**src/rtl/ate_pkg.sv**
```systemverilog
// Shared defaults and arithmetic helpers for the adaptive threshold engine.
package ate_pkg;

   localparam int unsigned ATE_PIX_W       = 8;
   localparam int unsigned ATE_BLK_PIX     = 64;
   localparam int unsigned ATE_BLK_PER_ROW = 4;

   // Rounded midpoint; the wide sum cannot overflow for any PIX_W up to 32.
   function automatic logic [31:0] ate_mid(input logic [31:0] mn, input logic [31:0] mx);
      logic [32:0] sum;
      sum = {1'b0, mn} + {1'b0, mx} + 33'd1;
      return sum[32:1];
   endfunction

endpackage

```
**src/rtl/ate_minmax_tracker.sv**
```systemverilog
// Running min/max of a pixel block; outputs include the pixel presented this cycle.
module ate_minmax_tracker
   import ate_pkg::*;
#(
   parameter int unsigned PIX_W = ATE_PIX_W
) (
   input  logic             clk,
   input  logic             reset,
   input  logic             en,
   input  logic             load,
   input  logic [PIX_W-1:0] din,
   output logic [PIX_W-1:0] run_min,
   output logic [PIX_W-1:0] run_max
);

   logic [PIX_W-1:0] min_q;
   logic [PIX_W-1:0] max_q;

   always_comb begin
      run_min = min_q;
      run_max = max_q;
      if (load) begin
         run_min = din;
         run_max = din;
      end else begin
         if (din < min_q) run_min = din;
         if (din > max_q) run_max = din;
      end
   end

   always_ff @(posedge clk or posedge reset) begin
      if (reset) begin
         min_q <= '0;
         max_q <= '0;
      end else if (en) begin
         min_q <= run_min;
         max_q <= run_max;
      end
   end

endmodule

```
**src/rtl/ate_param_stream.sv**
```systemverilog
// Streaming adaptive threshold engine: captures a block into one half of a
// ping-pong buffer while the other half is replayed as binarised pixels.
module ate_param_stream
   import ate_pkg::*;
#(
   parameter int unsigned PIX_W       = ATE_PIX_W,
   parameter int unsigned BLK_PIX     = ATE_BLK_PIX,
   parameter int unsigned BLK_PER_ROW = ATE_BLK_PER_ROW
) (
   input  logic             clk,
   input  logic             reset,
   input  logic             in_valid,
   input  logic [PIX_W-1:0] pix_data,
   input  logic             sof,
   input  logic             border_en,
   output logic             out_valid,
   output logic             bin,
   output logic [PIX_W-1:0] threshold,
   output logic             out_last
);

   localparam int unsigned CNT_W = $clog2(BLK_PIX);
   localparam int unsigned IDX_W = (BLK_PER_ROW > 1) ? $clog2(BLK_PER_ROW) : 1;
   localparam int unsigned ADR_W = CNT_W + 1;

   localparam logic [CNT_W-1:0] LAST_PIX = CNT_W'(BLK_PIX - 1);
   localparam logic [IDX_W-1:0] LAST_BLK = IDX_W'(BLK_PER_ROW - 1);
   localparam logic [ADR_W-1:0] BANK_OFS = ADR_W'(BLK_PIX);

   localparam logic [0:0] ST_IDLE   = 1'b0;
   localparam logic [0:0] ST_REPLAY = 1'b1;

   logic [PIX_W-1:0] buf_mem [2*BLK_PIX];

   logic [CNT_W-1:0] cnt;
   logic [CNT_W-1:0] cap_cnt;
   logic [IDX_W-1:0] blk_idx;
   logic [IDX_W-1:0] cap_idx;
   logic             wbank;
   logic             rbank;
   logic             load;
   logic             close;
   logic [PIX_W-1:0] run_min;
   logic [PIX_W-1:0] run_max;
   logic [PIX_W-1:0] blk_thr;
   logic [PIX_W-1:0] rthr;
   logic [0:0]       state;
   logic [CNT_W-1:0] rcnt;
   logic [ADR_W-1:0] waddr;
   logic [ADR_W-1:0] raddr;
   logic [PIX_W-1:0] rpix;

   // sof overrides the stored position so the flagged pixel starts a fresh block 0.
   always_comb begin
      cap_cnt = sof ? '0 : cnt;
      cap_idx = sof ? '0 : blk_idx;
      load    = (cap_cnt == '0);
      close   = in_valid && (cap_cnt == LAST_PIX);
      blk_thr = PIX_W'(ate_mid(32'(run_min), 32'(run_max)));
      if (border_en && ((cap_idx == '0) || (cap_idx == LAST_BLK)))
         blk_thr = '0;
      waddr = ADR_W'(cap_cnt) + (wbank ? BANK_OFS : '0);
      raddr = ADR_W'(rcnt) + (rbank ? BANK_OFS : '0);
      rpix  = buf_mem[raddr];
   end

   ate_minmax_tracker #(
      .PIX_W(PIX_W)
   ) u_minmax (
      .clk    (clk),
      .reset  (reset),
      .en     (in_valid),
      .load   (load),
      .din    (pix_data),
      .run_min(run_min),
      .run_max(run_max)
   );

   always_ff @(posedge clk) begin
      if (in_valid) buf_mem[waddr] <= pix_data;
   end

   always_ff @(posedge clk or posedge reset) begin
      if (reset) begin
         cnt     <= '0;
         blk_idx <= '0;
         wbank   <= 1'b0;
         rbank   <= 1'b0;
         rthr    <= '0;
      end else if (in_valid) begin
         if (close) begin
            cnt     <= '0;
            blk_idx <= (cap_idx == LAST_BLK) ? '0 : cap_idx + 1'b1;
            wbank   <= ~wbank;
            rbank   <= wbank;
            rthr    <= blk_thr;
         end else begin
            cnt     <= cap_cnt + 1'b1;
            blk_idx <= cap_idx;
         end
      end
   end

   // A close coinciding with the last replay beat restarts replay without a gap.
   always_ff @(posedge clk or posedge reset) begin
      if (reset) begin
         state     <= ST_IDLE;
         rcnt      <= '0;
         out_valid <= 1'b0;
         bin       <= 1'b0;
         threshold <= '0;
         out_last  <= 1'b0;
      end else begin
         if (state == ST_REPLAY) begin
            out_valid <= 1'b1;
            bin       <= (rpix >= rthr);
            threshold <= rthr;
            out_last  <= (rcnt == LAST_PIX);
            rcnt      <= rcnt + 1'b1;
         end else begin
            out_valid <= 1'b0;
            bin       <= 1'b0;
            out_last  <= 1'b0;
         end
         if (close) begin
            state <= ST_REPLAY;
            rcnt  <= '0;
         end else if ((state == ST_REPLAY) && (rcnt == LAST_PIX)) begin
            state <= ST_IDLE;
         end
      end
   end

endmodule
```
**config.mk**
```make
export PLATFORM = sky130hd
export DESIGN_NAME = ate_param_stream
export DESIGN_NICKNAME = d
export VERILOG_FILES = /design/src/rtl/ate_pkg.sv /design/src/rtl/ate_minmax_tracker.sv /design/src/rtl/ate_param_stream.sv
export SDC_FILE = /design/constraint.sdc
export NUM_CORES = 1
export LEC_CHECK = 0
export ABC_AREA = 1
export ABC_CLOCK_PERIOD_IN_PS = 6490
export CAP_MARGIN = 20
export CORE_ASPECT_RATIO = 1.1
export CORE_MARGIN = 5
export CORE_UTILIZATION = 43
export CTS_CLUSTER_SIZE = 30
export DETAILED_ROUTE_END_ITERATION = 12
export PLACE_DENSITY_LB_ADDON = 0.15
export SLEW_MARGIN = 0
export SYNTH_ARGS = -nofsm -noshare
export SYNTH_HDL_FRONTEND = slang
export SYNTH_SLANG_ARGS = --single-unit
```
**constraint.sdc**
```tcl
create_clock -name clk -period 6.49 [get_ports clk]
set_clock_uncertainty 0.1 [all_clocks]
set_input_delay 1.298 -clock clk [delete_from_list [all_inputs] [get_ports clk]]
set_output_delay 1.298 -clock clk [all_outputs]
set_load 0.01 [all_outputs]
```
==> impl_metrics.yaml <==
floorplan:
  io_pins: 24
  initial_core_util_pct: 43.1
  core_mm2: 0.102
  die_width_um: 315
  dieArea_mm2: 0.109
  rows: 123
  die_y_um: 345
routing:
  drtAntennaViolNets: 0
  wl_per_cell_um: 24.8
  drt_iter0_drc: 2944
  viasPerCell: 5.67
  drt-total-wl_mm: 124
  vias: 28326
  drt-pass1-iter-count: 6
  drc: 0
global_routing:
  gr-total-overflow: 0
  grt_pass1_wl_mm: 183
  antenna_found_initial: 0
  grt_use_total_pct: 22.3
  grt_pass1_vias: 27101
  grt_start_max_net_pins: 173
clock_tree:
  tritoncts: "done"
  cts_root_buf: "clkbuf_16"
  cts.sinks: 1076
  cts_resized: 0
  path_clk_slew_ns: 0.06
  cts_made_buffers: 109
  post_cts_buffers: 0
  holdBufCountCts: 0
  clk_path_buf_depth: 3
  ctsHtreeMaxLevel: 3
  clkLatencyLatePin_ns: 0.70
place:
  post-dp-hpwl_mm: 72.3
  dpl-instance-area_mm2: 0.0453
  finalWeightedCongestion: 0.873
  port_buffers: 23
yosys:
  synth.area.top_cells: "edfxtp_1 (70%), nor2_1 (6.7%), o21ai_0 (6.3%)"
  synth.distinct_cells: 41
  synthesis.nets: 3624
  synth_edf_count: 1024
  ys_warn_count: 0
  syn-cell-area_mm2: 0.0439
  async_flop_share_pct: 4.83
  yosys.area.top_type: "edfxtp_1"
  synthCells: 3577
  synth_ff_type: "edfxtp_1"
  yosysTopAreaCellShare_pct: 70.0
  synth-seq-cells: 1076
  ys_seq_area_share_pct: 73.0
  avgSynthCellArea_um2: 12.3
run_status:
  outcome: "finished clean"
timing:
  slew_viol_final: 0
  relSlewSlack_pct: 28.8
  final.period_utilization_pct: 67.6
  final_hold_viol_count: 0
  tightestPinTransition_ns: 1.06
  fmax_mhz: 228
  finalSetupTns_ns: 0
  grt_setup_unrepaired: "no"
  post-route-min-period_ns: 4.39
  setup_viol: 0
power_and_ir_drop:
  peakVddDrop_mv: 0.337
  power.share.sequential_pct: 39.5
  power_leakage_uw: 0.0158
  combPwrFrac_pct: 29.2
  switching_share_pct: 35.4
  power.internal_uw: 12800
  p_clk_share_pct: 31.4
  power.density_mw_per_mm2: 406
  switchingPower_uw: 7010
critical_path:
  critPathLaunch: "rcnt[0]"
  reg2reg_depth: 17
  crit_arrival_ns: 4.87
  r2r-end: "bin"
  worstSetupEndpointType: "register"
  startpoint_type: "register"
  timing_worst_setup_path_type: "reg -> reg"
  r2r-start: "rcnt[0]"
  reg2reg_slack_ns: 2.10
  critPathMaxFanout: 124
  cp-endpoint: "bin"
  worstPathRequired_ns: 6.97
cells_and_area:
  syn_to_final_growth_pct: 11.3
  diodes: 0
  final_net_count: 3583
  fin_area_mm2: 0.0489
  drive_gt1_share_pct: 6.68
min_path:
  whs_path_depth: 2
  hold_class: "reg -> reg"
flow_run:
  drv_cap: 0
==> worst max-delay path, stage by stage (launching register included) <==
cell       delay [ns]
dfrtp_4          0.67
inv_8            0.64
buf_4            0.53
nor2_1           0.08
o22ai_1          0.26
nor2_1           0.08
o22ai_1          0.39
nand2_1          0.10
nand3_1          0.21
nand3_1          0.15
nand2_1          0.13
ha_1             0.25
a21oi_1          0.15
o21ai_0          0.09
nand2_1          0.06
o2111ai_1        0.13
nand2_1          0.09
inv_1            0.04
==> final cells by class <==
type	instances	area (um2)
fillers	9207	53000
clock inverters	66	658
repair buffers	86	842
well taps	1375	1720
clock buffers	131	2850
multi-input cells	2172	10400
flip-flops and latches	1076	32100
inverters	91	359
==> stage by stage <==
step	instances	utilization (%)	power [uW]	worst slack [ns]	hold WS [ns]
2_1_floorplan	3577	-	11600	2.60	0.349
3_3_place_gp	4796	44.5	13700	1.57	0.363
3_5_place_dp	4799	44.5	13700	1.54	0.377
4_1_cts	4996	47.9	19900	2.19	0.397
5_1_grt	4997	48.0	20700	1.89	0.429
6_report	4997	48.0	19800	2.10	0.395
==> power groups by stage <==
stage	clock network (uW)	registers (uW)	logic (uW)
floorplan	0	7850	3780
global placement	0	7970	5770
detailed placement	0	7970	5770
CTS	6300	7820	5770
global route	6580	7830	6340
finish	6210	7820	5780
==> worst min-delay path by stage <==
stage,endpoint,slack [ns],start
after floorplan,rthr[4],0.35,rthr[4]
after global placement,rthr[4],0.36,rthr[4]
after detailed placement,threshold[3],0.38,threshold[3]
after CTS,register,0.40,register
after global routing,threshold[5],0.43,threshold[5]
final,threshold[3],0.39,threshold[3]
==> kinds of logic after synthesis <==
kind of cell               synth area share (%)
muxes                                     0.182
adders and majority gates                 0.986
buffers and inverters                      3.38
and+or+nand+nor                            9.61
xor gates and xnor gates                  0.140
DFF                                        73.0
AOI/OAI and AO/OA                          12.7
==> state kept, by name, indices dropped and copies added, names as in the netlist, named ones only <==
| signal | cells |
|---|---|
| rthr | 8 |
| rcnt | 6 |
| cnt | 6 |
| buf_mem | 1024 |
| blk_idx | 2 |
| u_minmax.max_q | 8 |
| bin | 1 |
| out_valid | 1 |
| out_last | 1 |
| threshold | 8 |
| wbank | 1 |
| state | 1 |
| rbank | 1 |
| u_minmax.min_q | 6 |
==> cell usage in the layout, fill, tap and decap left out, types with 3 or more instances in the layout <==
cell type | synthesis | layout
inv_1 | 82 | 78
buf_12 | 0 | 11
bufinv_16 | 0 | 10
a21oi_1 | 40 | 40
dfrtp_1 | 52 | 48
nor2_1 | 782 | 782
edfxtp_1 | 1024 | 1024
nor3_1 | 3 | 3
clkdlybuf4s50_1 | 0 | 15
clkbuf_8 | 0 | 3
inv_2 | 5 | 5
nand3_1 | 54 | 54
xor2_1 | 6 | 6
clkbuf_1 | 126 | 19
clkbuf_16 | 0 | 110
buf_4 | 23 | 56
o22ai_1 | 306 | 306
nand2_1 | 239 | 239
o21ai_1 | 132 | 132
mux2i_1 | 8 | 8
dfrtp_4 | 0 | 3
o21ai_0 | 549 | 549
clkinv_1 | 4 | 29
clkinvlp_4 | 0 | 8
clkinv_2 | 0 | 17
ha_1 | 33 | 33
==> metal layers <==
layer / GRT usage, % / share of wire, % / vias up / wire, um
met2: 35.5 / 47 / 896 / 58500
met4: 6.31 / 2.5 / 0 / 3130
met3: 2.79 / 5.6 / 170 / 7000
met5: 0 / 0 / - / 0
met1: 32.7 / 45 / 14272 / 55500
li1: - / - / 12988 / -
==> synthesized netlist by cell type (all sizes together), types with 2 or more instances <==
master,n
o21ai,681
nand3,54
mux2i,8
inv,87
o22ai,306
nor2,784
nor3b,2
clkinv,4
nand2,240
dfrtp,52
buf,111
xor2,6
clkbuf,127
nand4,3
ha,33
a21oi,40
nor3,4
edfxtp,1024
No activity file was read; power rests on OpenSTA's default activity.
